`src/rtl/counter_pkg.sv`:
```
// Shared definitions for the prescaled counter.
//   mode_e    : counter operating modes, encoded to match the 2-bit mode port
//   SEG_TABLE : active-low 7-segment glyphs 0-F; bits [6:0] = g..a, bit 7 = dp (off)
package counter_pkg;

    typedef enum logic [1:0] {
        MODE_UP   = 2'b00,
        MODE_DOWN = 2'b01,
        MODE_HOLD = 2'b10,
        MODE_LOAD = 2'b11
    } mode_e;

    localparam logic [7:0] SEG_TABLE [16] = '{
        8'hC0, 8'hF9, 8'hA4, 8'hB0,   // 0 1 2 3
        8'h99, 8'h92, 8'h82, 8'hF8,   // 4 5 6 7
        8'h80, 8'h90, 8'h88, 8'h83,   // 8 9 A b
        8'hC6, 8'hA1, 8'h86, 8'h8E    // C d E F
    };

endpackage

```
`src/rtl/seg7_decode.sv`:
```
// Single hex digit to active-low 7-segment decoder (decimal point kept dark).
//   i_nibble : 4-bit value to display
//   o_seg    : active-low segments, bit 7 = dp
module seg7_decode
    import counter_pkg::*;
(
    input  logic [3:0] i_nibble,
    output logic [7:0] o_seg
);

    assign o_seg = SEG_TABLE[i_nibble];

endmodule

```
`src/rtl/prescaled_counter.sv`:
```
// Modulo up/down/load counter advanced by a free-running clock prescaler,
// with a heartbeat output and a six-digit hex display decode of the count.
//   ADC_CLK_10 : clock, all state updates on its rising edge
//   RST        : synchronous active-high reset
//   en         : count/load enable
//   mode       : 00 up, 01 down, 10 hold, 11 load
//   load_val   : value taken in load mode (clamped to MODULO-1)
//   count      : registered count value
//   tick       : one-cycle prescaler strobe
//   tc         : one-cycle terminal-count pulse, coincident with the wrap
//   heartbeat  : toggles on every tick
//   hex        : six active-low 7-segment digits, digit k at hex[8k+7:8k]
module prescaled_counter
    import counter_pkg::*;
#(
    parameter int WIDTH     = 8,
    parameter int DIV       = 10_000_000,
    parameter int MODULO    = 2 ** WIDTH,
    parameter int RESET_VAL = 1
) (
    input  logic             ADC_CLK_10,
    input  logic             RST,
    input  logic             en,
    input  logic [1:0]       mode,
    input  logic [WIDTH-1:0] load_val,
    output logic [WIDTH-1:0] count,
    output logic             tick,
    output logic             tc,
    output logic             heartbeat,
    output logic [47:0]      hex
);

    localparam int               PRE_W      = (DIV > 1) ? $clog2(DIV) : 1;
    localparam logic [PRE_W-1:0] PRE_LAST   = PRE_W'(DIV - 1);
    localparam logic [WIDTH-1:0] COUNT_MAX  = WIDTH'(MODULO - 1);
    localparam logic [WIDTH:0]   MODULO_W   = (WIDTH + 1)'(MODULO);
    localparam logic [WIDTH-1:0] COUNT_RST  = WIDTH'(RESET_VAL);
    localparam int               NUM_DIGITS = (WIDTH + 3) / 4;

    logic [PRE_W-1:0] r_pre;
    logic [WIDTH-1:0] r_count;
    logic             r_tick;
    logic             r_tc;
    logic             r_hb;

    mode_e            w_mode;
    logic             w_tick_evt;
    logic [WIDTH-1:0] w_load_clamped;
    logic [WIDTH-1:0] w_count_nxt;
    logic             w_tc_nxt;

    assign w_mode = mode_e'(mode);

    // The edge that raises tick is also the edge on which up/down counting acts.
    // With DIV=1 the prescaler sits at 0 == DIV-1, so this is true every cycle.
    assign w_tick_evt = (r_pre == PRE_LAST);

    // Compare one bit wider so MODULO = 2^WIDTH never clamps.
    assign w_load_clamped = ({1'b0, load_val} >= MODULO_W) ? COUNT_MAX : load_val;

    // NOTE: every always_comb output gets a default first so no path can infer a latch.
    always_comb begin
        w_count_nxt = r_count;
        w_tc_nxt    = 1'b0;
        if (en) begin
            case (w_mode)
                MODE_UP: begin
                    if (w_tick_evt) begin
                        if (r_count == COUNT_MAX) begin
                            w_count_nxt = '0;
                            w_tc_nxt    = 1'b1;
                        end else begin
                            w_count_nxt = r_count + 1'b1;
                        end
                    end
                end
                MODE_DOWN: begin
                    if (w_tick_evt) begin
                        if (r_count == '0) begin
                            w_count_nxt = COUNT_MAX;
                            w_tc_nxt    = 1'b1;
                        end else begin
                            w_count_nxt = r_count - 1'b1;
                        end
                    end
                end
                MODE_LOAD: w_count_nxt = w_load_clamped;
                default:   w_count_nxt = r_count;
            endcase
        end
    end

    // NOTE: sequential state uses non-blocking assignments so every register samples pre-edge values.
    always_ff @(posedge ADC_CLK_10) begin
        if (RST) begin
            r_pre   <= '0;
            r_count <= COUNT_RST;
            r_tick  <= 1'b0;
            r_tc    <= 1'b0;
            r_hb    <= 1'b0;
        end else begin
            // Prescaler free-runs regardless of en/mode so its phase is never disturbed.
            r_pre   <= w_tick_evt ? '0 : r_pre + 1'b1;
            r_tick  <= w_tick_evt;
            r_hb    <= r_hb ^ w_tick_evt;
            r_count <= w_count_nxt;
            r_tc    <= w_tc_nxt;
        end
    end

    assign count     = r_count;
    assign tick      = r_tick;
    assign tc        = r_tc;
    assign heartbeat = r_hb;

    // Zero-extend so a partial top nibble decodes with its upper bits cleared.
    logic [23:0] w_nibbles;
    logic [7:0]  w_seg [6];

    assign w_nibbles = 24'(r_count);

    for (genvar k = 0; k < 6; k++) begin : g_digit
        seg7_decode u_dec (
            .i_nibble (w_nibbles[4*k +: 4]),
            .o_seg    (w_seg[k])
        );
        assign hex[8*k +: 8] = (k < NUM_DIGITS) ? w_seg[k] : 8'hFF;
    end

endmodule

```
`config.mk`:
```
export PLATFORM = sky130hd
export DESIGN_NAME = prescaled_counter
export DESIGN_NICKNAME = d
export VERILOG_FILES = /design/src/rtl/counter_pkg.sv /design/src/rtl/seg7_decode.sv /design/src/rtl/prescaled_counter.sv
export SDC_FILE = /design/constraint.sdc
export NUM_CORES = 1
export LEC_CHECK = 0
export CAP_MARGIN = 20
export CORE_UTILIZATION = 40
export DETAILED_ROUTE_END_ITERATION = 10
export PLACE_DENSITY = 0.68
export SKIP_LAST_GASP = 1
export SYNTH_ARGS = -nofsm -noshare
export SYNTH_HDL_FRONTEND = slang
export SYNTH_SLANG_ARGS = --single-unit
```
`constraint.sdc`:
```
create_clock -name ADC_CLK_10 -period 2.58 [get_ports ADC_CLK_10]
set_clock_uncertainty 0.2 [all_clocks]
set_input_delay 0.516 -clock ADC_CLK_10 [delete_from_list [all_inputs] [get_ports ADC_CLK_10]]
set_output_delay 0.516 -clock ADC_CLK_10 [all_outputs]
set_load 0.02 [all_outputs]
```
==> out/qor.csv, run 1 <==
stage,metric,value,unit
setup_path,crit_path_start_kind,register,
min_path,hold_path.class,register to register,
timing,max_clock_freq,0.410,GHz
synth,synthDistinctLibCells,59,
status,status,"finished, violations left",
clocking,cts_setup_buffers,0,
pwr,power_density,382,nW/µm²
timing,min_period_over_period,0.946,
timing,post-route-min-period,2440,ps
timing,final_setup_violations,0,
place,port-buffer-count,37,
pwr,power_frac_seq,0.450,
setup_path,critical_path.cell_chain,inv_1 -> ha_1 -> nor2_1 -> or3b_1 -> o21ai_0 -> clkdlybuf4s15_1,
setup_path,worst-endpoint-required,1860,ps
routing,route.detailed.wl_per_inst,12.8,µm
setup_path,critical_path_peak_fanout,4,
global_route,largest_net_degree_at_the_start_of_global_routing,23,
clocking,clock_tree.htree_level_count,2,
timing,grt_setup_unrepaired,no,
setup_path,worst-path-buf-inv,2,
floorplanning,io_pins,72,
pwr,clock_power_share,0.302,
routing,initial_detailed_routing_violation_count,148,
pwr,power.switching_fraction,0.309,
finish,final-instance-count-excl-fill,476,
finish,design.final.nets,424,
synth,post_synth.cell_area_avg,7.91,µm²
floorplanning,placement_rows,29,
routing,vias_per_cell,5.29,
global_route,first_global_vias,2228,
place,post-dp-hpwl,4740,µm
routing,antenna_violating_nets_post_route,0,
run,maxCapViolCount,0,
global_route,grt_first_pass_wirelength,10300,µm
timing,drv_slew,0,
synth,synthCells,343,
clocking,tritoncts,yes,
floorplanning,fp.dieArea,7110,µm²
routing,route.vias.total,2516,
routing,routed_wirelength,6110,µm
setup_path,crit_slowest_cell,sky130_fd_sc_hd__or3b_1,
floorplanning,start_util,0.420,
routing,number_of_design_rule_violations_left_after_detail_routing,11,
synth,yosys_warnings,0,
pwr,netSwitchingPower,0.386,mW
synth,yosys_most_used_dff,sky130_fd_sc_hd__dfxtp_1,
synth,synth_edf_count,0,
setup_path,crit_path_max_incr_delay,360,ps
global_route,initial_antenna_violation_count,0,
pwr,internal-power,0.863,mW
global_route,overall_routing_resource_usage,0.177,
synth,syn_area,2710,µm²
clocking,hold_buffers_post_cts,0,
synth,synth.ff_latch_count,35,
finish,area.growth.synth_to_final,20.7,%
timing,hold_violations,0,
synth,yosysSeqAreaShare,0.258,
pwr,finalPower,1.25,mW
pwr,vdd_drop_max,0.000349,V
pwr,p_leak,1.32,nW
global_route,globalRouteOverflowTotal,0,
status,violations,DRC,
floorplanning,fp.dieW,84.4,µm
clocking,clkLatencyLatePin,290,ps
clocking,clock_pin_slew_on_the_worst_setup_and_hold_paths,70,ps
pwr,comb_power_share,0.248,
floorplanning,floorplan.core_area,6460,µm²
timing,finalSetupTns,0,ps
setup_path,timing_worst_setup_path_type,register to output port,
setup_path,endpoint_kind,output port,
clocking,cts_num_sinks,35,
finish,fillers,666,
clocking,ctsLongestPathBuffers,2,
clocking,cts-buffers-inserted,5,
clocking,root_buffer,sky130_fd_sc_hd__clkbuf_8,
floorplanning,dieHeight,84.4,µm
place,gpl.final_weighted_congestion,0.808,
setup_path,crit_family,buffers and inverters,
finish,diodes,0,
place,placed_cells_incl_taps,468,
synth,synthArstFlopShare,0,
finish,post_route_cells_drive_above_1_share,0.138,
setup_path,critical_path_arrival,1730,ps
routing,drtPass1Iterations,11,
what timing repair did:
| action | 4_1_cts | 5_1_grt |
|---|---|---|
| endpoints found under the setup margin | 14 | 6 |
| cloned | 0 | 0 |
| resized for setup | 20 | 11 |
power by group through the flow:
stage / Clock, mW / Combinational, mW / Sequential, mW
floorplan: 0 / 0.234 / 0.578
detailed placement: 0 / 0.322 / 0.574
global placement: 0 / 0.318 / 0.574
CTS: 0.396 / 0.310 / 0.562
global route: 0.418 / 0.338 / 0.564
finish: 0.378 / 0.309 / 0.562
per-stage QoR:
| step | util | hold WS, ps | setup WS (ps) | cell area, µm² |
|---|---|---|---|---|
| floorplan | - | 230 | 79.9 | 2840 |
| global placement | 0.497 | 253 | 62.4 | 3210 |
| detailed placement | 0.497 | 257 | 22.2 | 3210 |
| CTS | 0.509 | 274 | -84.5 | 3290 |
| global route | 0.507 | 291 | 2.27 | 3270 |
| finish | 0.507 | 266 | 138 | 3270 |
synthesized netlist by cell type (all sizes together) (4+ instances only):
cell / n / area share
a21oi: 6 / 0.011
and3: 9 / 0.021
buf: 34 / 0.094
clkbuf: 19 / 0.026
dfxtp: 35 / 0.26
ha: 13 / 0.060
inv: 11 / 0.015
mux2i: 8 / 0.030
nand2: 23 / 0.032
nand2b: 4 / 0.0092
nand3: 12 / 0.022
nand4: 10 / 0.023
nor2: 43 / 0.060
nor2b: 6 / 0.014
nor3: 9 / 0.017
o21ai: 12 / 0.022
o31ai: 4 / 0.013
or4: 4 / 0.012
xnor2: 18 / 0.058
xor2: 9 / 0.029
kinds of logic after synthesis:
kind of cell / Yosys count / share of synthesized area
simple gates: 138 / 0.261
buf+inv: 66 / 0.138
compound gates: 50 / 0.135
flops: 35 / 0.258
xor+xnor: 27 / 0.0872
fa+ha+maj: 13 / 0.0600
mux: 13 / 0.0586
other cells: 1 / 0.00138
metal layers:
metal,GRT usage,share of wire
met2,0.308,0.48
met3,0.0324,0.046
met1,0.224,0.46
met4,0.0478,0.013
met5,0,0
cell type report:
cell class                 instances  area [µm²]  area share
multi-input combinational        275        1770       0.539
sequential                        35         704       0.215
timing repair buffer              68         573       0.175
tap                               77        96.3      0.0294
clock buffer                       6        72.6      0.0222
inverter                          13        48.8      0.0149
clock inverter                     2        12.5     0.00382
final timing paths:
path                         start                     to  slack [ps]  cells past startpoint
max          count[1]$_SDFFE_PP0P_                 hex[0]         140                      6
min            r_pre[0]$_SDFF_PP0_    r_pre[0]$_SDFF_PP0_         270                      1
min reg2reg    r_pre[0]$_SDFF_PP0_    r_pre[0]$_SDFF_PP0_         270                      1
max reg2reg   r_pre[22]$_SDFF_PP0_  count[4]$_SDFFE_PP0P_         160                      5
flip-flops by register name, summed over array words and instances (netlist names):
name       cells
count          8
heartbeat      1
tc             1
r_pre         24
tick           1
placed cells by master, fill, tap and decap left out, drive strengths merged, types with 6 or more instances in the layout:
cell / synthesis / routed
xor2: 9 / 9
mux2i: 8 / 8
nor2: 43 / 43
dlygate4sd2: 0 / 8
a21oi: 6 / 6
inv: 11 / 11
nand2: 23 / 23
xnor2: 18 / 18
ha: 13 / 13
clkbuf: 19 / 9
dfxtp: 35 / 35
and3: 9 / 9
clkdlybuf4s50: 0 / 23
buf: 34 / 32
nand4: 10 / 10
conb: 1 / 34
nor2b: 6 / 6
nand3: 12 / 12
nor3: 9 / 9
o21ai: 12 / 12
No activity file was read; power rests on OpenSTA's default activity.
==> run 2, diff against run 1 <==
Settings changed: MAX_ROUTING_LAYER from default to met4, PLACE_DENSITY 0.68 to 0.79.
==> run 2 against run 1 <==
Compared with the run above: the flow still finishes with violations (DRC); sequential cell count is the same; cell count shrank 1.7%; power fell by 0.39%; critical endpoint is now hex[5]; hold slack better by 1.8 ps; sequential power hardly changed; clock power about the same; largest cell class unchanged; final area decreased by 1.3%; setup slack got worse by 31 ps.
==> out/qor.csv, run 2 (synthesis results as in run 1) <==
stage,metric,value,unit,change
status,status,"finished, violations left",,
status,violations,DRC,,
setup_path,crit_path_start_kind,register,,
setup_path,critical_path_arrival,1760,ps,+30 ps
finish,mostFrequentLayoutCell,sky130_fd_sc_hd__nor2_1,,
timing,worstMarginPinSlew,508,ps,
setup_path,timing.reg2reg.worst_path_depth,4,,-1
place,port-buffer-count,37,,unchanged
global_route,first_global_vias,2249,,+0.94%
floorplanning,dieHeight,84.4,µm,unchanged
finish,flip_flop_count_of_the_largest_register_after_layout,24,,unchanged
timing,postLayoutSetupSlackWorst,107,ps,-30.7 ps
global_route,overall_routing_resource_usage,0.188,,+0.0117
timing,min_period_over_period,0.958,,+0.0119
clocking,clock_pin_slew_on_the_worst_setup_and_hold_paths,70,ps,about the same
finish,mostFrequentLayoutCells,"sky130_fd_sc_hd__nor2_1, sky130_fd_sc_hd__conb_1, sky130_fd_sc_hd__dfxtp_1",,
global_route,largest_net_degree_at_the_start_of_global_routing,23,,unchanged
global_route,grt_first_pass_wirelength,10700,µm,+3.1%
floorplanning,io_pins,72,,unchanged
clocking,tritoncts,yes,,
setup_path,rr_endpoint,count[1]$_SDFFE_PP0P_,,
pwr,vdd_drop_max,0.000280,V,-20%
routing,antenna_violating_nets_post_route,0,,unchanged
floorplanning,fp.dieArea,7110,µm²,unchanged
place,post-place-ws,30.1,ps,+7.83 ps
routing,route.detailed.wl_per_inst,13.5,µm,+5.2%
place,gpl.final_weighted_congestion,0.848,,+4.9%
routing,route.vias.total,2490,,-1.0%
routing,drtPass1Iterations,8,,-3
setup_path,worst-endpoint-required,1860,ps,about the same
clocking,clock_tree.htree_level_count,2,,unchanged
routing,routed_wirelength,6320,µm,+3.4%
finish,fillers,632,,-5.1%
timing,hold_violations,0,,unchanged
setup_path,critical_path_peak_fanout,5,,+1
clocking,hold_buffers_post_cts,0,,unchanged
pwr,p_leak,1.28,nW,-2.6%
finish,largest_register,r_pre,,
clocking,root_buffer,sky130_fd_sc_hd__clkbuf_8,,
place,post-dp-hpwl,4780,µm,+0.81%
run,maxCapViolCount,0,,unchanged
timing,final_setup_violations,0,,unchanged
floorplanning,fp.dieW,84.4,µm,unchanged
timing,grt_setup_unrepaired,no,,
routing,vias_per_cell,5.32,,+0.66%
floorplanning,placement_rows,29,,unchanged
finish,area.growth.synth_to_final,19.0,%,
clocking,cts-buffers-inserted,5,,unchanged
routing,initial_detailed_routing_violation_count,167,,+13%
finish,design.final.nets,416,,-1.9%
place,area_after_detailed_placement,3150,µm²,-1.9%
setup_path,worstSetupEndpoint,hex[5],,
finish,fin_area,3230,µm²,-1.3%
floorplanning,floorplan.core_area,6460,µm²,unchanged
clocking,clkLatencyLatePin,290,ps,about the same
pwr,power_density,385,nW/µm²,+0.96%
timing,drv_slew,0,,unchanged
min_path,hold_path_startpoint,r_pre[0]$_SDFF_PP0_,,
setup_path,timing_worst_setup_path_type,register to output port,,
clocking,ctsLongestPathBuffers,2,,unchanged
setup_path,critical_path.startpoint,count[1]$_SDFFE_PP0P_,,
setup_path,reg2reg_slack,170,ps,about the same
finish,post_route_cells_drive_above_1_share,0.123,,-0.0151
routing,number_of_design_rule_violations_left_after_detail_routing,10,,-1
setup_path,endpoint_kind,output port,,
timing,post-route-min-period,2470,ps,+30.7 ps
timing,timing.slew.headroom,0.660,,
timing,max_clock_freq,0.404,GHz,-1.2%
global_route,globalRouteOverflowTotal,0,,unchanged
finish,diodes,0,,unchanged
min_path,hold_path.class,register to register,,
setup_path,crit-reg2reg-launch,r_pre[21]$_SDFF_PP0_,,
floorplanning,start_util,0.420,,unchanged
clocking,cts_num_sinks,35,,unchanged
global_route,initial_antenna_violation_count,0,,unchanged
## run 2: changes by cell type in the layout (fill, tap and decap cells not counted), moves of 2 or more
cell / previous run / this run
sky130_fd_sc_hd__nor2_2: 0 / 2
sky130_fd_sc_hd__buf_4: 31 / 23
sky130_fd_sc_hd__nor2_1: 43 / 41
sky130_fd_sc_hd__dlygate4sd2_1: 8 / 10
sky130_fd_sc_hd__clkinv_2: 1 / 3
## run 2: cell type report
| cell class | instances | area (µm²) | share of cell area |
|---|---|---|---|
| multi-input cells | 275 | 1780 | 0.552 |
| flip-flops and latches | 35 | 703 | 0.218 |
| repair buffers | 60 | 515 | 0.160 |
| well taps | 77 | 96.3 | 0.0298 |
| clock buffers | 5 | 68.8 | 0.0213 |
| inverters | 13 | 48.8 | 0.0151 |
| clock inverters | 3 | 15.0 | 0.00465 |
## run 2: how the worst min path moves through the flow
stage	endpoint	slack, ps	cells past startpoint
finish	r_pre[0]$_SDFF_PP0_	270	1
global route	r_pre[0]$_SDFF_PP0_	320	1
CTS	r_pre[0]$_SDFF_PP0_	270	1
detailed placement	r_pre[0]$_SDFF_PP0_	250	1
global placement	r_pre[0]$_SDFF_PP0_	250	1
floorplan	r_pre[0]$_SDFF_PP0_	230	1
## run 2: per-layer routing
layer	part of all wire	vias to the layer above	track usage
met3	0.069	11	0.0344
met4	0.013	0	0.0555
li1	-	1233	-
met1	0.43	1143	0.232
met2	0.49	103	0.315
met5	0	-	-
## run 2: through the flow
| stage | std cells | hold slack (ps) | util | power (mW) | TNS (ps) |
|---|---|---|---|---|---|
| after detailed placement | 460 | 254 | 0.488 | 0.890 | 0 |
| after floorplan | 376 | 230 | - | 0.812 | 0 |
| after global placement | 460 | 248 | 0.488 | 0.884 | 0 |
| after CTS | 468 | 271 | 0.500 | 1.26 | -80.2 |
| final | 468 | 268 | 0.500 | 1.24 | 0 |
| after global routing | 468 | 317 | 0.500 | 1.31 | 0 |
## run 2: worst max-delay path: stages, from the launching register on
cell and delay (ps):
sky130_fd_sc_hd__dfxtp_2 350, sky130_fd_sc_hd__inv_1 70, sky130_fd_sc_hd__ha_2 200, sky130_fd_sc_hd__mux2_1 290
sky130_fd_sc_hd__mux2_2 260, sky130_fd_sc_hd__clkdlybuf4s15_1 280
## run 2: where the power goes
group / switching [mW] / internal [mW] / leakage [nW]
registers: 0.0131 / 0.550 / 0.283
logic: 0.186 / 0.120 / 0.950
clock network: 0.190 / 0.184 / 0.0477
total: 0.390 / 0.855 / 1.28
## run 2: repair_timing
item / CTS / global route
resized for setup: 20 / 10
setup buffers: 0 / 0
endpoints found under the setup margin: 14 / 6
==> run 3, diff against run 2 <==
Settings changed: CORE_MARGIN from default to 2, SLEW_MARGIN from default to 40.
==> run 3 against run 2 <==
Compared with the run above: the flow now finishes without violations; via count rose by 1.6%; global-route usage is 0.56 points lower; non-clock buffer count rose by 5; die area is 4.8% higher; sequential power hardly changed; fmax up 1.1%; critical path type unchanged; hold slack better by 3.5 ps; largest cell class unchanged; register-to-register slack got worse by 30 ps; critical path depth grew 1.
==> out/qor.csv, run 3 (synthesis results as in run 1) <==
stage,metric,value,unit,change
timing,postLayoutSetupSlackWorst,134,ps,+26.4 ps
timing,grt_setup_unrepaired,no,,
global_route,first_global_vias,2434,,+8.2%
setup_path,critical_path_arrival,1730,ps,-30 ps
finish,area.growth.synth_to_final,19.7,%,
routing,antenna_violating_nets_post_route,0,,unchanged
pwr,power.switching_fraction,0.310,,-0.00324
run,maxCapViolCount,0,,unchanged
routing,vias_per_cell,5.32,,-0.10%
place,placed_cells_incl_taps,468,,+1.7%
finish,fin_area,3250,µm²,+0.54%
setup_path,timing_worst_setup_path_type,register to output port,,
timing,final_setup_violations,0,,unchanged
timing,hold_violations,0,,unchanged
floorplanning,dieHeight,86.4,µm,+2.4%
setup_path,endpoint_kind,output port,,
global_route,globalRouteOverflowTotal,0,,unchanged
clocking,clkLatencyLatePin,290,ps,about the same
setup_path,crit_path_start_kind,register,,
routing,routed_wirelength,6410,µm,+1.4%
routing,route.vias.total,2530,,+1.6%
routing,drtPass1Iterations,4,,-4
pwr,power_frac_seq,0.451,,about the same
clocking,cts_num_sinks,35,,unchanged
pwr,p_leak,1.31,nW,+2.2%
pwr,clock_power_share,0.304,,+0.003
floorplanning,fp.dieArea,7460,µm²,+4.8%
finish,final_core_util,0.486,,-0.0140
floorplanning,start_util,0.406,,-0.0140
global_route,largest_net_degree_at_the_start_of_global_routing,13,,-43%
clocking,hold_buffers_post_cts,0,,unchanged
pwr,vdd_drop_max,0.000177,V,-37%
finish,largest_register,r_pre,,
place,port-buffer-count,37,,unchanged
pwr,comb_power_share,0.245,,about the same
timing,max_clock_freq,0.409,GHz,+1.1%
place,post-place-ws,7.54,ps,-22.5 ps
setup_path,critical_path_peak_fanout,5,,unchanged
finish,final-instance-count-excl-fill,476,,+1.7%
finish,mostFrequentLayoutCell,sky130_fd_sc_hd__nor2_1,,
setup_path,crit-reg2reg-launch,r_pre[21]$_SDFF_PP0_,,
global_route,initial_antenna_violation_count,0,,unchanged
clocking,clock_pin_slew_on_the_worst_setup_and_hold_paths,70,ps,about the same
timing,finalSetupTns,0,ps,unchanged
global_route,overall_routing_resource_usage,0.183,,-0.00556
floorplanning,floorplan.core_area,6680,µm²,+3.4%
place,gpl.final_weighted_congestion,0.918,,+8.3%
clocking,ctsLongestPathBuffers,2,,unchanged
finish,design.final.nets,421,,+1.2%
clocking,clock_tree.htree_level_count,2,,unchanged
min_path,hold_path.class,register to register,,
min_path,hold_path_startpoint,r_pre[0]$_SDFF_PP0_,,
status,status,finished clean,,
finish,flip_flop_count_of_the_largest_register_after_layout,24,,unchanged
clocking,cts_resized,18,,-10%
timing,drv_slew,0,,unchanged
clocking,cts-buffers-inserted,5,,unchanged
place,post-dp-hpwl,5010,µm,+4.8%
timing,min_period_over_period,0.948,,-0.0102
finish,diodes,0,,unchanged
clocking,tritoncts,yes,,
pwr,power_density,384,nW/µm²,-0.29%
global_route,grt_first_pass_wirelength,10900,µm,+1.7%
routing,initial_detailed_routing_violation_count,93,,-44%
setup_path,worst-endpoint-required,1860,ps,about the same
place,area_after_detailed_placement,3190,µm²,+1.3%
pwr,netSwitchingPower,0.387,mW,-0.79%
finish,post_route_cells_drive_above_1_share,0.131,,+0.00855
pwr,internal-power,0.861,mW,+0.72%
timing,post-route-min-period,2450,ps,-26.4 ps
routing,number_of_design_rule_violations_left_after_detail_routing,0,,-10
floorplanning,fp.dieW,86.4,µm,+2.4%
finish,mostFrequentLayoutCells,"sky130_fd_sc_hd__nor2_1, sky130_fd_sc_hd__conb_1, sky130_fd_sc_hd__dfxtp_1, sky130_fd_sc_hd__buf_4",,
floorplanning,placement_rows,30,,+3.4%
clocking,root_buffer,sky130_fd_sc_hd__clkbuf_8,,
floorplanning,io_pins,72,,unchanged
setup_path,critical_path.startpoint,count[0]$_SDFFE_PP1P_,,
clocking,cts_setup_buffers,0,,unchanged
routing,route.detailed.wl_per_inst,13.5,µm,-0.34%
finish,fillers,703,,+11%
==> run 3: metal layers <==
| metal | part of all wire | vias up | global-route usage |
|---|---|---|---|
| li1 | - | 1240 | - |
| met1 | 0.41 | 1180 | 0.202 |
| met2 | 0.50 | 91 | 0.313 |
| met3 | 0.059 | 19 | 0.0400 |
| met4 | 0.023 | 0 | 0.0838 |
| met5 | 0 | - | - |
==> run 3: critical path, cell delays in order (launching register included) <==
cell                            delay [ps]
sky130_fd_sc_hd__dfxtp_2               370
sky130_fd_sc_hd__inv_1                  70
sky130_fd_sc_hd__ha_1                  320
sky130_fd_sc_hd__inv_1                  80
sky130_fd_sc_hd__mux2i_1                70
sky130_fd_sc_hd__a32o_1                210
sky130_fd_sc_hd__dlygate4sd2_1         320
==> run 3: worst paths after layout <==
kind / cells past startpoint / slack (ps) / endpoint
setup / recovery: 6 / 130 / hex[1]
hold / removal: 1 / 270 / r_pre[0]$_SDFF_PP0_
setup reg to reg: 5 / 140 / count[4]$_SDFFE_PP0P_
hold reg to reg: 1 / 270 / r_pre[0]$_SDFF_PP0_
==> run 3: layout make-up <==
cell class | count | area (µm²) | share of cell area
Clock buffer | 7 | 76.3 | 0.0235
Clock inverter | 1 | 5.00 | 0.00154
Inverter | 13 | 48.8 | 0.0150
Multi-Input combinational cell | 275 | 1760 | 0.543
Sequential cell | 35 | 706 | 0.217
Tap cell | 80 | 100 | 0.0308
Timing Repair Buffer | 65 | 548 | 0.169
==> run 3: power groups by stage <==
stage,clock (mW),combinational (mW),sequential (mW)
floorplan,0,0.234,0.578
global placement,0,0.313,0.574
detailed placement,0,0.319,0.574
CTS,0.395,0.308,0.562
global route,0.419,0.336,0.564
finish,0.379,0.306,0.563
==> run 3: through the flow <==
stage               power [mW]  hold WS (ps)
floorplan                0.812           230
global placement         0.886           253
detailed placement       0.894           259
CTS                       1.27           276
global route              1.32           332
finish                    1.25           272
